$ cat src/rtl/pmod_als_spi_responder.sv
// pmod_als_spi_responder: ADC081S021 (PMOD ALS) SPI read-only responder with a settable light value.
// Define PMOD_ALS_RAMP_EN to auto-increment the held value after every completed frame.
module pmod_als_spi_responder #(
  parameter int SYNC_STAGES = 2,
  parameter int LEAD_ZEROS  = 3,
  parameter int FRAME_BITS  = 16
) (
  input  logic       clk,
  input  logic       rst,
  input  logic       sclk_i,
  input  logic       cs_n_i,
  output logic       miso_o,
  input  logic [7:0] sample_i,
  input  logic       sample_we_i,
  output logic       busy_o,
  output logic       frame_done_o,
  output logic       frame_err_o
);
  localparam int CW = $clog2(FRAME_BITS + 1);
  localparam int TZ = FRAME_BITS - LEAD_ZEROS - 8;
  typedef enum logic [1:0] {IDLE, SHIFT, DONE} state_t;
  state_t state, state_nx;
  logic [SYNC_STAGES-1:0] sclk_q, cs_q;
  logic sclk_d, cs_d, sclk_s, cs_s, sclk_fall, cs_fall, cs_rise;
  logic [FRAME_BITS-1:0] shreg;
  logic [CW-1:0] bit_cnt;
  logic [7:0] hold_reg;
  logic last_bit;
  assign sclk_s    = sclk_q[SYNC_STAGES-1];
  assign cs_s      = cs_q[SYNC_STAGES-1];
  assign sclk_fall = sclk_d & ~sclk_s;
  assign cs_fall   = cs_d & ~cs_s;
  assign cs_rise   = ~cs_d & cs_s;
  assign last_bit  = bit_cnt == CW'(FRAME_BITS - 1);
  always_ff @(posedge clk or negedge rst) begin
    if (!rst) begin
      sclk_q <= '1;
      cs_q   <= '1;
      sclk_d <= 1'b1;
      cs_d   <= 1'b1;
    end else begin
      sclk_q <= {sclk_q[SYNC_STAGES-2:0], sclk_i};
      cs_q   <= {cs_q[SYNC_STAGES-2:0], cs_n_i};
      sclk_d <= sclk_s;
      cs_d   <= cs_s;
    end
  end
  always_ff @(posedge clk or negedge rst) begin
    if (!rst) state <= IDLE;
    else state <= state_nx;
  end
  always_comb begin
    state_nx = state;
    case (state)
      IDLE:    state_nx = cs_fall ? SHIFT : IDLE;
      SHIFT:   state_nx = cs_rise ? IDLE : (sclk_fall && last_bit) ? DONE : SHIFT;
      DONE:    state_nx = cs_rise ? IDLE : DONE;
      default: state_nx = IDLE;
    endcase
  end
  always_comb begin
    miso_o = (state == SHIFT) & shreg[FRAME_BITS-1];
  end
  // CS rise takes priority over a coincident SCLK fall, so a closing frame never shifts.
  always_ff @(posedge clk or negedge rst) begin
    if (!rst) begin
      shreg        <= '0;
      bit_cnt      <= '0;
      busy_o       <= 1'b0;
      frame_done_o <= 1'b0;
      frame_err_o  <= 1'b0;
    end else begin
      frame_done_o <= 1'b0;
      frame_err_o  <= 1'b0;
      if (state == IDLE && cs_fall) begin
        shreg   <= FRAME_BITS'(hold_reg) << TZ;
        bit_cnt <= '0;
        busy_o  <= 1'b1;
      end else if (state == SHIFT && cs_rise) begin
        frame_err_o <= 1'b1;
        busy_o      <= 1'b0;
      end else if (state == SHIFT && sclk_fall) begin
        shreg   <= shreg << 1;
        bit_cnt <= bit_cnt + CW'(1);
      end else if (state == DONE && cs_rise) begin
        frame_done_o <= 1'b1;
        busy_o       <= 1'b0;
      end
    end
  end
  always_ff @(posedge clk or negedge rst) begin
    if (!rst) hold_reg <= 8'h00;
    else if (sample_we_i) hold_reg <= sample_i;
`ifdef PMOD_ALS_RAMP_EN
    else if (state == DONE && cs_rise) hold_reg <= hold_reg + 8'd1;
`endif
  end
endmodule
$ cat config.mk
export PLATFORM = sky130hd
export DESIGN_NAME = pmod_als_spi_responder
export DESIGN_NICKNAME = d
export VERILOG_FILES = /design/src/rtl/pmod_als_spi_responder.sv
export SDC_FILE = /design/constraint.sdc
export NUM_CORES = 1
export LEC_CHECK = 0
export BUFFER_PORTS_ARGS = -buffer_cell sky130_fd_sc_hd__buf_2
export CAP_MARGIN = 20
export CORE_MARGIN = 3
export CORE_UTILIZATION = 35
export CTS_CLUSTER_DIAMETER = 80
export DETAILED_ROUTE_END_ITERATION = 10
export PLACE_DENSITY_LB_ADDON = 0.1
export SYNTH_ARGS = -nofsm -noshare
export SYNTH_HDL_FRONTEND = slang
export SYNTH_SLANG_ARGS = --single-unit
export TNS_END_PERCENT = 10
$ cat constraint.sdc
create_clock -name clk -period 2.3 [get_ports clk]
set_input_delay 0.23 -clock clk [delete_from_list [all_inputs] [get_ports clk]]
set_output_delay 0.23 -clock clk [all_outputs]
set_load 0.05 [all_outputs]
==> results.txt <==
The flow ran to the end, and the final reports show no timing, DRC or antenna violations. The post-synthesis instance area came out at 0.001500 sq mm. The DRC violation count after routing came out at 0.

The number of flip-flops in the largest register is 11. The number of antenna diodes in the final layout is 0. The number of fillers in the final layout came out at 387.

The post-place setup slack came out at 498.9 ps. The first routing iteration left 12 violations. The post-CTS repair timing setup buffer count is 0. Sorting the synthesized cells by how often they occur yields dfrtp_1 (29), mux2_2 (21), nand2b_1 (7). The vias after detailed routing came out at 843. The net count after synthesis is 119. The summed area of non-filler cells in the final layout is 0.001705 sq mm. The number of nets in the layout came out at 140. The critical path data required time is 2070 ps. The achievable frequency is 542.7 MHz.

The die outline area came out at 0.005108 sq mm. The residual antenna-violating net count after detailed routing came out at 0. For met3 alone, demand over resource in global routing was 0.05049.

The vertical die dimension came out at 71.47 microns. The classification of the worst-slack hold path is input port to asynchronous set/reset pin. The number of buffers and inverters on the critical path came out at 1. The number of endpoints with negative hold slack in the final report was 0. The maximum count of clock buffers along a single path came out at 2.

Setup repair after global routing left no endpoint under its margin. The endpoint identified for the worst register-to-register timing path is shreg[9]. The total count of max-transition violations in the final report is 0. Of the available clock period, the critical path in the final layout requires 0.8011. The clock period could shrink to 1843 ps. Dividing the detail-routed via count by the number of cells gives 4.790. The tree is rooted in a clkbuf_8.

The total routed wirelength is 2384 microns. In this run the register-to-register setup slack is 510 ps. The core region is 0.004058 sq mm. Yosys printed 0 warnings. For this run, the register share of the synthesized area comes to 0.5888. Of all nets on the critical path, the largest fanout is 7.

The total overflow left after global routing is 0. The initial antenna violation count is 0. At the end of the flow the core is filled with cells to 0.4203.

After synthesis, the share of flip-flops with an asynchronous set or reset is 1.000. The post-CTS clock slew at the launch and capture registers of the worst setup and hold paths is 70 ps. In the final layout, the share of cells above drive strength 1 is 0.4286. In this run, post-CTS hold repair placed 0 buffers. The setup slack after layout came out at 457.5 ps. The data arrival time of the critical path came out at 1610 ps. The horizontal die dimension is 71.47 microns. The number of global-route vias before repair came to 840. The worst slew margin relative to its limit came out at 0.4908. The count of cell types in the netlist came out at 28. The count of flip-flops with a built-in enable after synthesis is 0. Dividing the synthesized area by the synthesized cell count gives 14.42 sq um. The synthesized instance count is 104. The layout overhead on the synthesized area is 13.68%. The transition time at the pin with the least slew margin came out at 763.8 ps. For met1 alone, demand over resource in global routing was 0.1440. The quantity of I/O buffers inserted on ports came out at 16. STA classifies the critical path startpoint as a flip-flop.

Traced cell by cell, the critical path runs through nor2b_1 > and2_1 > buf_2. Synthesis inferred 35 register bits. The clock insertion delay at the later pin of the skew report is 280 ps. For this run, the total global-route usage over all layers was measured as 0.1091. met2 is the most crowded layer.

The count of max-cap constraint violations came out at 0. The first-pass GRT wire length is 4236 microns. Summed over all instances, the cell type with the most area after synthesis is dfrtp_1. Dividing total power by cell area gives a power density of 862.8 mW/mm^2.

The worst setup path is of the flip-flop to output port kind. In the post-synthesis netlist, the biggest area contributors are dfrtp_1 (48%), mux2_2 (16%), dfstp_2 (11%), a22o_1 (3.5%), nand2b_1 (2.9%). Yosys instantiated no cell more often than dfrtp_1. In the synthesized netlist the dominant register cell turns out to be dfrtp_1. Setup violations remaining at the end of the flow were counted as 0. The number of cell instances on the worst register-to-register path is 4.

The global routing usage on met2 came out at 0.1551. The starting density of the core is 0.3697. The standard-cell row count came out at 23. The half-perimeter wire length after detailed placement is 1620 microns. The post-route setup TNS came out at 0 ps. The total number of cells along the worst setup path is 3. The clock tree from TritonCTS is yes. The pin count of the biggest net entering global routing is 36.

Grouping stages by cell kind, the critical path spends the most delay in simple AND/OR/NAND/NOR gates. The placer's final routability congestion estimate is 0.7723. 17 I/O pins were placed. The first-pass iteration count of the detailed router is 3.

For this design the static power due to leakage is 0.7889 nW. Counting the buffers created by CTS gives 5. The maximum vdd drop is 0.3605 mV. Across the routed clock network, the largest skew measured is 5.860 ps.

The CTS H-tree depth is 2. The routed length per instance came out at 13.55 microns. The placed instance area is 0.001624 sq mm. The number of resized instances in the post-cts repair step is 0. The area share of the largest cell type after synthesis came out at 0.4837. The total clock sinks is 35. The worst setup path is captured at an output port.

The maximum single-stage delay on the critical path is 510 ps. Among all stages on the critical path, the largest delay is contributed by dfrtp_1. The worst register-to-register path begins at cs_q[1].
==> worst max-delay path by stage <==
| stage | end | from | slack, ps |
|---|---|---|---|
| 2_1_floorplan | shreg[11] | cs_d | 500 |
| 3_3_place_gp | shreg[7] | cs_q[1] | 530 |
| 3_5_place_dp | shreg[7] | cs_q[1] | 500 |
| 4_1_cts | miso_o | state[0] | 440 |
| 5_1_grt | miso_o | state[0] | 370 |
| 6_report | miso_o | state[0] | 460 |
==> through the flow <==
stage | cells | hold WS (ps) | total power, mW
after floorplan | 104 | -65.59 | 1.004
after global placement | 168 | 334.9 | 1.058
after detailed placement | 168 | 336.6 | 1.066
after CTS | 176 | 35.79 | 1.496
after global routing | 176 | 17.90 | 1.568
final | 176 | 24.68 | 1.471
==> cell usage in the layout (no fill, tap or decap), types with 2 or more instances in the layout <==
master / synthesis / layout
a21oi_1: 3 / 3
a22o_1: 6 / 6
buf_2: 0 / 16
clkbuf_1: 1 / 2
clkbuf_8: 0 / 5
dfrtp_1: 29 / 29
dfstp_2: 6 / 6
ha_1: 2 / 2
inv_1: 3 / 3
mux2_2: 21 / 21
mux2_4: 2 / 2
mux2i_1: 2 / 2
nand2b_1: 7 / 7
nand3_1: 2 / 2
nor2_1: 3 / 3
nor2b_1: 2 / 2
==> per-layer routing <==
layer | vias to the layer above | share of wire
li1 | 416 | -
met3 | 4 | 0.039
met1 | 410 | 0.49
met2 | 13 | 0.46
met4 | 0 | 0.013
met5 | - | 0
==> cells by family after synthesis <==
group	count (synthesis)	share of synthesized area
multiplexers	25	0.1910
adder cells (fa/ha/maj)	2	0.01668
flip-flops	35	0.5888
AO/OA/AOI/OAI	14	0.07924
AND/OR/NAND/NOR	22	0.09925
buffers and inverters	6	0.02502
==> power breakdown <==
| group | internal, mW | switching [mW] | leakage (nW) |
|---|---|---|---|
| sequential | 0.728 | 0.0659 | 0.430 |
| clock | 0.212 | 0.206 | 0.0422 |
| combinational | 0.157 | 0.102 | 0.317 |
| total | 1.10 | 0.374 | 0.789 |
==> layout make-up <==
cell class	instances	area, sq um	share of cell area
Sequential cell	35	883.3	0.5180
Multi-Input combinational cell	63	579.3	0.3397
Timing Repair Buffer	17	87.58	0.05136
Clock buffer	7	76.32	0.04475
Tap cell	50	62.56	0.03668
Inverter	3	11.26	0.006603
Clock inverter	1	5.005	0.002935
Note: power is estimated with default switching activity, not from simulation.
